`src/rtl/inst_fetch_queue.sv`:
```
// Instruction fetch front end: credit-limited sequential fetch into an
// in-order {instr, pc} queue, with redirect flush of in-flight responses.
module inst_fetch_queue #(
  parameter int          DEPTH    = 4,
  parameter logic [31:0] RESET_PC = 32'h0000_0000
) (
  input  logic        clk,
  input  logic        reset,
  output logic        mem_req,
  output logic [31:0] mem_addr,
  input  logic        mem_gnt,
  input  logic        mem_rvalid,
  input  logic [31:0] mem_rdata,
  output logic        if_valid,
  output logic [31:0] if_instr,
  output logic [31:0] if_pc,
  input  logic        if_ready,
  input  logic        redirect_valid,
  input  logic [31:0] redirect_pc,
  output logic        proto_err
);

  localparam int AW = $clog2(DEPTH);
  localparam int CW = AW + 1;
  localparam int SW = CW + 1;

  logic [CW-1:0] count, outstanding, drop_cnt;
  logic [AW-1:0] rd_ptr, wr_ptr;
  logic [31:0]   fetch_pc, resp_pc;
  logic [31:0]   q_instr [DEPTH];
  logic [31:0]   q_pc    [DEPTH];

  logic [SW-1:0] occ, inflt, redir_drop;
  logic [31:0]   target;
  logic          issue, pop, drop, push, orphan;

  assign occ   = SW'(count) + SW'(outstanding);
  assign inflt = SW'(outstanding) + SW'(drop_cnt);

  assign mem_req  = !reset && !redirect_valid &&
                    (occ < SW'(DEPTH)) && (inflt < SW'(DEPTH));
  assign mem_addr = fetch_pc;

  assign issue  = mem_req && mem_gnt;
  assign drop   = mem_rvalid && (drop_cnt != '0);
  assign push   = mem_rvalid && (drop_cnt == '0) && (outstanding != '0);
  assign orphan = mem_rvalid && (drop_cnt == '0) && (outstanding == '0);
  assign pop    = if_valid && if_ready;

  // A response in the redirect cycle belongs to the old stream.
  assign redir_drop = inflt - SW'(mem_rvalid && (inflt != '0));
  assign target     = redirect_pc & ~32'h3;

  assign if_valid = (count != '0);
  assign if_instr = if_valid ? q_instr[rd_ptr] : '0;
  assign if_pc    = if_valid ? q_pc[rd_ptr]    : '0;

  always_ff @(posedge clk) begin
    if (push && !redirect_valid) begin
      q_instr[wr_ptr] <= mem_rdata;
      q_pc[wr_ptr]    <= resp_pc;
    end
  end

  always_ff @(posedge clk or posedge reset) begin
    if (reset) begin
      fetch_pc    <= RESET_PC;
      resp_pc     <= RESET_PC;
      count       <= '0;
      outstanding <= '0;
      drop_cnt    <= '0;
      rd_ptr      <= '0;
      wr_ptr      <= '0;
      proto_err   <= 1'b0;
    end else begin
      if (orphan)
        proto_err <= 1'b1;
      if (redirect_valid) begin
        fetch_pc    <= target;
        resp_pc     <= target;
        count       <= '0;
        outstanding <= '0;
        drop_cnt    <= CW'(redir_drop);
        rd_ptr      <= '0;
        wr_ptr      <= '0;
      end else begin
        if (issue)
          fetch_pc <= fetch_pc + 32'd4;
        if (push) begin
          resp_pc <= resp_pc + 32'd4;
          wr_ptr  <= wr_ptr + 1'b1;
        end
        if (pop)
          rd_ptr <= rd_ptr + 1'b1;
        if (drop)
          drop_cnt <= drop_cnt - 1'b1;
        outstanding <= outstanding + CW'(issue) - CW'(push);
        count       <= count + CW'(push) - CW'(pop);
      end
    end
  end

endmodule

```
`config.mk`:
```
export PLATFORM = sky130hd
export DESIGN_NAME = inst_fetch_queue
export DESIGN_NICKNAME = d
export VERILOG_FILES = /design/src/rtl/inst_fetch_queue.sv
export SDC_FILE = /design/constraint.sdc
export NUM_CORES = 1
export LEC_CHECK = 0
export ABC_CLOCK_PERIOD_IN_PS = 3630
export CAP_MARGIN = 30
export CORE_UTILIZATION = 56
export DETAILED_ROUTE_END_ITERATION = 7
export GPL_ROUTABILITY_DRIVEN = 0
export PLACE_DENSITY = 0.84
export SYNTH_ARGS = -nofsm -noshare
export SYNTH_HDL_FRONTEND = slang
export SYNTH_SLANG_ARGS = --single-unit
```
`constraint.sdc`:
```
create_clock -name clk -period 3.63 [get_ports clk]
set_input_delay 0.726 -clock clk [delete_from_list [all_inputs] [get_ports clk]]
set_output_delay 0.726 -clock clk [all_outputs]
set_load 0.05 [all_outputs]
```
# Word level (Yosys, flattened, before mapping)
# Memory sizes are Yosys's and may differ from the RTL's.
# Index checks and enable logic that the tools add are counted.
totals:
  n_memories: 2
  output_inout_bits: 99
  regBits: 78
  ramBits: 256
  word_cells: 63
op_classes:
  add_sub_neg: 12
  reduce_logical: 23
  order_cmp: 2
  n_mux: 16
mem_list:
  columns: ["name", "words", "word_bits", "rd", "rd_clocked_by_memory_dff", "write_ports", "line", "source"]
  rows:
  - ["q_instr", 4, 32, 1, 0, 1, "30", "logic [31:0] q_instr [DEPTH];"]
  - ["q_pc", 4, 32, 1, 0, 1, "31", "logic [31:0] q_pc [DEPTH];"]
ops:
  columns: ["operator", "count"]
  rows:
  - ["32-bit two-way mux", 6]
  - ["32-bit by 3-bit adder with 32-bit output, second input constant", 2]
  - ["3-bit two-way mux", 4]
  - ["1-bit logical AND", 11]
  - ["3-bit nonzero test", 3]
  - ["3-bit by 1-bit subtractor with 3-bit output", 3]
  - ["3-bit by 3-bit adder with 4-bit output", 2]
  - ["4-bit by 3-bit less-than comparator with 1-bit output, second input constant", 2]
  - ["2-bit two-way mux", 4]
  - ["2-bit nonzero test", 4]
  - ["3-bit by 1-bit adder with 3-bit output", 2]
  - ["3-bit logical NOT", 2]
  - ["2-bit by 1-bit adder with 2-bit output, second input constant", 2]
  - ["4-bit nonzero test", 1]
  - ["3-bit by 1-bit subtractor with 3-bit output, second input constant", 1]
  - ["1-bit logical NOT", 2]
  - ["1-bit two-way mux", 2]

# Logic depth before layout (Yosys ltp)
depth:
  word_depth: 8
  ltp_mapped: 13

# Least setup slack after synthesis
# No wires, ideal clock.
synth_path:
  path_type: "in2reg"
  start: "input reset"
  end: "register outstanding[2]"
  path_stages: 10
  t_arrival_ns: 4.204
  path_buffers: 0
  slack_ns: -0.706
  path_cell_list: "inv_1 nand4_1 or2_2 ha_1 inv_1 ha_1 inv_1 fa_1 xnor2_1 nor2_1"
synth_via:
  elab_chain_cells: 8
synth_lines:
  columns: ["item", "line", "source"]
  rows:
  - ["start, declared", "8", "input logic reset,"]
  - ["1-bit logical NOT (no source line)", null, null]
  - ["1-bit logical AND (2 in series)", "40", "assign mem_req = !reset && !redirect_valid &&"]
  - ["1-bit logical AND", "41", "(occ < SW'(DEPTH)) && (inflt < SW'(DEPTH));"]
  - ["1-bit logical AND", "44", "assign issue = mem_req && mem_gnt;"]
  - ["3-bit by 1-bit adder with 3-bit output", "97", "outstanding <= outstanding + CW'(issue) - CW'(push);"]
  - ["3-bit by 1-bit subtractor with 3-bit output", "97", null]
  - ["3-bit two-way mux", "78", "if (redirect_valid) begin"]
  - ["end signal, assigned", "97", null]
  - ["end, declared", "27", "logic [CW-1:0] count, outstanding, drop_cnt;"]
# No other way between the ends.
# A chain may end at the register's enable or synchronous reset.

# Worst setup path in the final report
layout_path:
  start: "register rd_ptr[0]"
  end: "output if_pc[13]"
layout_via:
  elab_chain_cells: 2
layout_lines:
  columns: ["item", "line", "source"]
  rows:
  - ["start, declared", "28", "logic [AW-1:0] rd_ptr, wr_ptr;"]
  - ["start signal, assigned", "94", "rd_ptr <= rd_ptr + 1'b1;"]
  - ["memory read 4 x 32 bit", null, null]
  - ["32-bit two-way mux", "56", "assign if_pc = if_valid ? q_pc[rd_ptr] : '0;"]
  - ["end, declared", "16", "output logic [31:0] if_pc,"]
# No other way between the ends.

==> impl_summary.txt <==
----------------------------------------------------
[Cells and area]
  Multi-input logic area ... 4380 um2
  Top library cells by usage in the layout, fill and taps aside ... 248 x sky130_fd_sc_hd__edfxtp_1, 125 x sky130_fd_sc_hd__clkdlybuf4s50_1, 72 x sky130_fd_sc_hd__dfrtp_1
  Most common cell after layout, fill and taps aside ... sky130_fd_sc_hd__edfxtp_1
  Ratio of cells with drive above 1 in the final layout ... 15.2%
  Area growth from synthesis to final layout ... 23.5%
  Sequential standard cell area ... 9300 um2
  Fill cell instance count of the final layout ... 1543
  Final nets ... 1169
  ANT cells ... 0

[GRT]
  Global-route congestion overflow total ... 0
  Pin count of the biggest net entering global routing ... 65
  Number of global-route vias before repair ... 8579
  Antenna violations before repair ... 0
  Global-route wire length before repair ... 48.6 mm
  Total track usage ... 24.6%

[Die]
  Die Height ... 160 um
  Count of standard-cell rows ... 57
  Die width ... 160 um
  Total die area ... 25500 um2
  Initial core utilization ... 57.2%
  I/O pins ... 169
  Area of the core ... 24400 um2

[Pwr]
  Static leakage ... 6.35 nW
  Power density over cell area ... 692 nW/um2
  Overall power of the completed layout ... 11.9 mW
  Maximum ir drop on the vdd rail ... 0.436 mV

[Critical path]
  Maximum fanout encountered on the critical timing path ... 19
  Kind of launch point of the worst setup path ... register
  Required time of the critical path ... 2.90 ns
  Worst-case register-to-register setup slack ... 0.61 ns
  Critical R2R Launch ... outstanding[0]
  WP data arrival ... 2.82 ns
  Worst Reg2Reg Path Length in Cells ... 13
  Critical path capture point type ... output pin
  CP Class ... register to output pin
  Reg2reg end ... outstanding[2]

[Yosys]
  Leading register cell type out of synthesis ... sky130_fd_sc_hd__edfxtp_1
  Avg Synthesized Cell Area ... 15.6 um2
  Seq/Total Area, Yosys ... 66.7%
  Number of synthesized register bits ... 322
  Instance count of the mapped netlist ... 896
  EDFF count, synth ... 248
  Synthesized cell area ... 13900 um2
  Distinct cell type count after synthesis ... 55
  Asr flop ratio synth ... 23.0%
  YS warnings ... 0

[Clock network]
  Worst-Skew Late Latency ... 0.55 ns
  CTS tree ... yes
  Clock transition at the register clock pins on the worst setup and hold paths after CTS ... 0.06 ns
  H-Tree Depth ... 1
  CTS Root Buffer Type ... sky130_fd_sc_hd__clkbuf_16
  Setup Fix Bufs, Post-CTS ... 0
  Number of clock buffers inserted by TritonCTS ... 31
  Number of buffers between clock root and the deepest sink ... 3
  Clock sink count ... 322

[Placed design]
  Number of buffers added on ports ... 162
  Worst-case setup slack after placement ... 0.349 ns
  DP Wirelength ... 19.5 mm

[STA]
  RSZ-0062 raised after global routing ... false
  # setup viols final ... 0
  Number of hold violations in the final report ... 0
  Clk_skew ... 0.0130 ns
  Headroom to the max-slew limit ... 36.3%
  Worst hold margin ... 0.473 ns
  Portion of the clock cycle consumed by the worst path in the final layout ... 97.6%
  Setup TNS Final ... 0 ns
  Final worst path period need ... 3.54 ns
  Worst Slack Setup Final ... 0.0880 ns
  Fin. max-slew vios ... 0
  Max Fclk ... 282 MHz
  Worst Max-Slew Pin Slew ... 0.946 ns

[Run status]
  Run status ... completed

[Hold path]
  Startpoint of the tightest hold check path ... proto_err
  Hold Crit Endpoint ... proto_err
  Path category of the worst min-delay check ... register to register
  Hold Path Stages ... 1

[Drt]
  DRC violations left ... 0
  Number of antenna-violating nets in the routed design ... 0
  Iter 0 DRT Violations ... 679
  Routed length per placed instance ... 21.6 um
  Total iterations of the first detailed-routing run ... 6
  Via count ... 8522
  Per-cell via count in the routed design ... 5.98
  Total length of routed wires ... 30.8 mm

[Flow run]
  Max-cap viol count ... 0

----------------------------------------------------
report_power, final:
part	switching, mW	leakage, nW	internal (mW)	total, mW
Combinational	2.55	2.71	1.65	4.20
Clock	1.30	0.517	1.99	3.29
Sequential	0.265	3.12	4.16	4.42
Total	4.12	6.35	7.80	11.9
state kept, by name (all words and copies together), names as in the netlist:
signal / count
count: 3
drop_cnt: 3
mem_addr: 30
outstanding: 3
proto_err: 1
q_instr: 128
q_pc: 120
rd_ptr: 2
resp_pc: 30
wr_ptr: 2
through the flow:
stage / instances / utilization, % / area, um2
floorplan: 899 / - / 14000
global placement: 1367 / 66.0 / 16100
detailed placement: 1368 / 66.0 / 16100
CTS: 1425 / 70.3 / 17200
global route: 1425 / 70.6 / 17200
finish: 1425 / 70.6 / 17200
cells by family (layout without fill, tap and decap cells):
kind of cell	count (synthesis)	count (layout)	synth area share (%)
XOR/XNOR	47	47	2.95
AO/OA/AOI/OAI	87	87	3.83
flip-flops	322	322	66.7
AND/OR/NAND/NOR	271	271	11.1
buffers and inverters	68	270	2.01
other	1	4	0.0269
multiplexers	78	78	11.3
adder cells (fa/ha/maj)	22	22	2.14
cell usage after synthesis (8+ instances only):
cell type                  instances  area share, %
sky130_fd_sc_hd__nand3_1          23           0.83
sky130_fd_sc_hd__edfxtp_1        248             53
sky130_fd_sc_hd__nor3_1           10           0.36
sky130_fd_sc_hd__buf_2             8           0.29
sky130_fd_sc_hd__a21oi_1          12           0.43
sky130_fd_sc_hd__xnor2_1          32            2.0
sky130_fd_sc_hd__or3_1            12           0.54
sky130_fd_sc_hd__and3_1           12           0.54
sky130_fd_sc_hd__xor2_1           15           0.94
sky130_fd_sc_hd__clkbuf_1         30           0.81
sky130_fd_sc_hd__ha_1             19            1.7
sky130_fd_sc_hd__dfrtp_1          74             13
sky130_fd_sc_hd__nand4_1          20           0.90
sky130_fd_sc_hd__nor4_1           14           0.63
sky130_fd_sc_hd__a21o_1            9           0.48
sky130_fd_sc_hd__nor2_1           24           0.65
sky130_fd_sc_hd__mux2_2           15            1.2
sky130_fd_sc_hd__and2_1           66            3.0
sky130_fd_sc_hd__o21ai_0          38            1.4
sky130_fd_sc_hd__mux4_2           62             10
sky130_fd_sc_hd__inv_1            23           0.62
sky130_fd_sc_hd__nand2_1          53            1.4
what timing repair did:
action                                 4_1_cts  5_1_grt
cloned                                       0        0
endpoints found under the hold margin        0        0
hold buffers                                 0        0
gates resized for setup                      7       29
setup endpoints to repair                    7       29
per-layer routing:
layer | up-vias | wire length (um) | track usage [%]
met1 | 4287 | 12900 | 35.3
li1 | 3783 | - | -
met5 | - | 0 | 0
met3 | 46 | 2170 | 3.14
met2 | 406 | 15100 | 40.6
met4 | 0 | 599 | 5.76
area by class of cell:
type | instances | share of cell area [%]
well taps | 324 | 2.35
repair buffers | 189 | 11.5
inverters | 24 | 0.545
flip-flops and latches | 322 | 54.0
clock inverters | 10 | 0.871
clock buffers | 47 | 5.26
multi-input cells | 509 | 25.4
worst max-delay path, cell delays in order (launching register included):
cell and delay [ns]:
sky130_fd_sc_hd__dfrtp_4 0.58, sky130_fd_sc_hd__buf_12 0.24, sky130_fd_sc_hd__mux4_2 0.56, sky130_fd_sc_hd__and2_1 0.17, sky130_fd_sc_hd__clkdlybuf4s50_1 0.69
how the worst max path moves through the flow:
stage	depth (start not counted)	to	from
floorplan	10	outstanding[2]	reset
global placement	11	outstanding[2]	redirect_valid
detailed placement	11	outstanding[2]	redirect_valid
CTS	4	if_instr[4]	rd_ptr[0]
global route	4	if_pc[12]	rd_ptr[0]
finish	4	if_pc[13]	rd_ptr[0]
No activity file was read; power rests on OpenSTA's default activity.
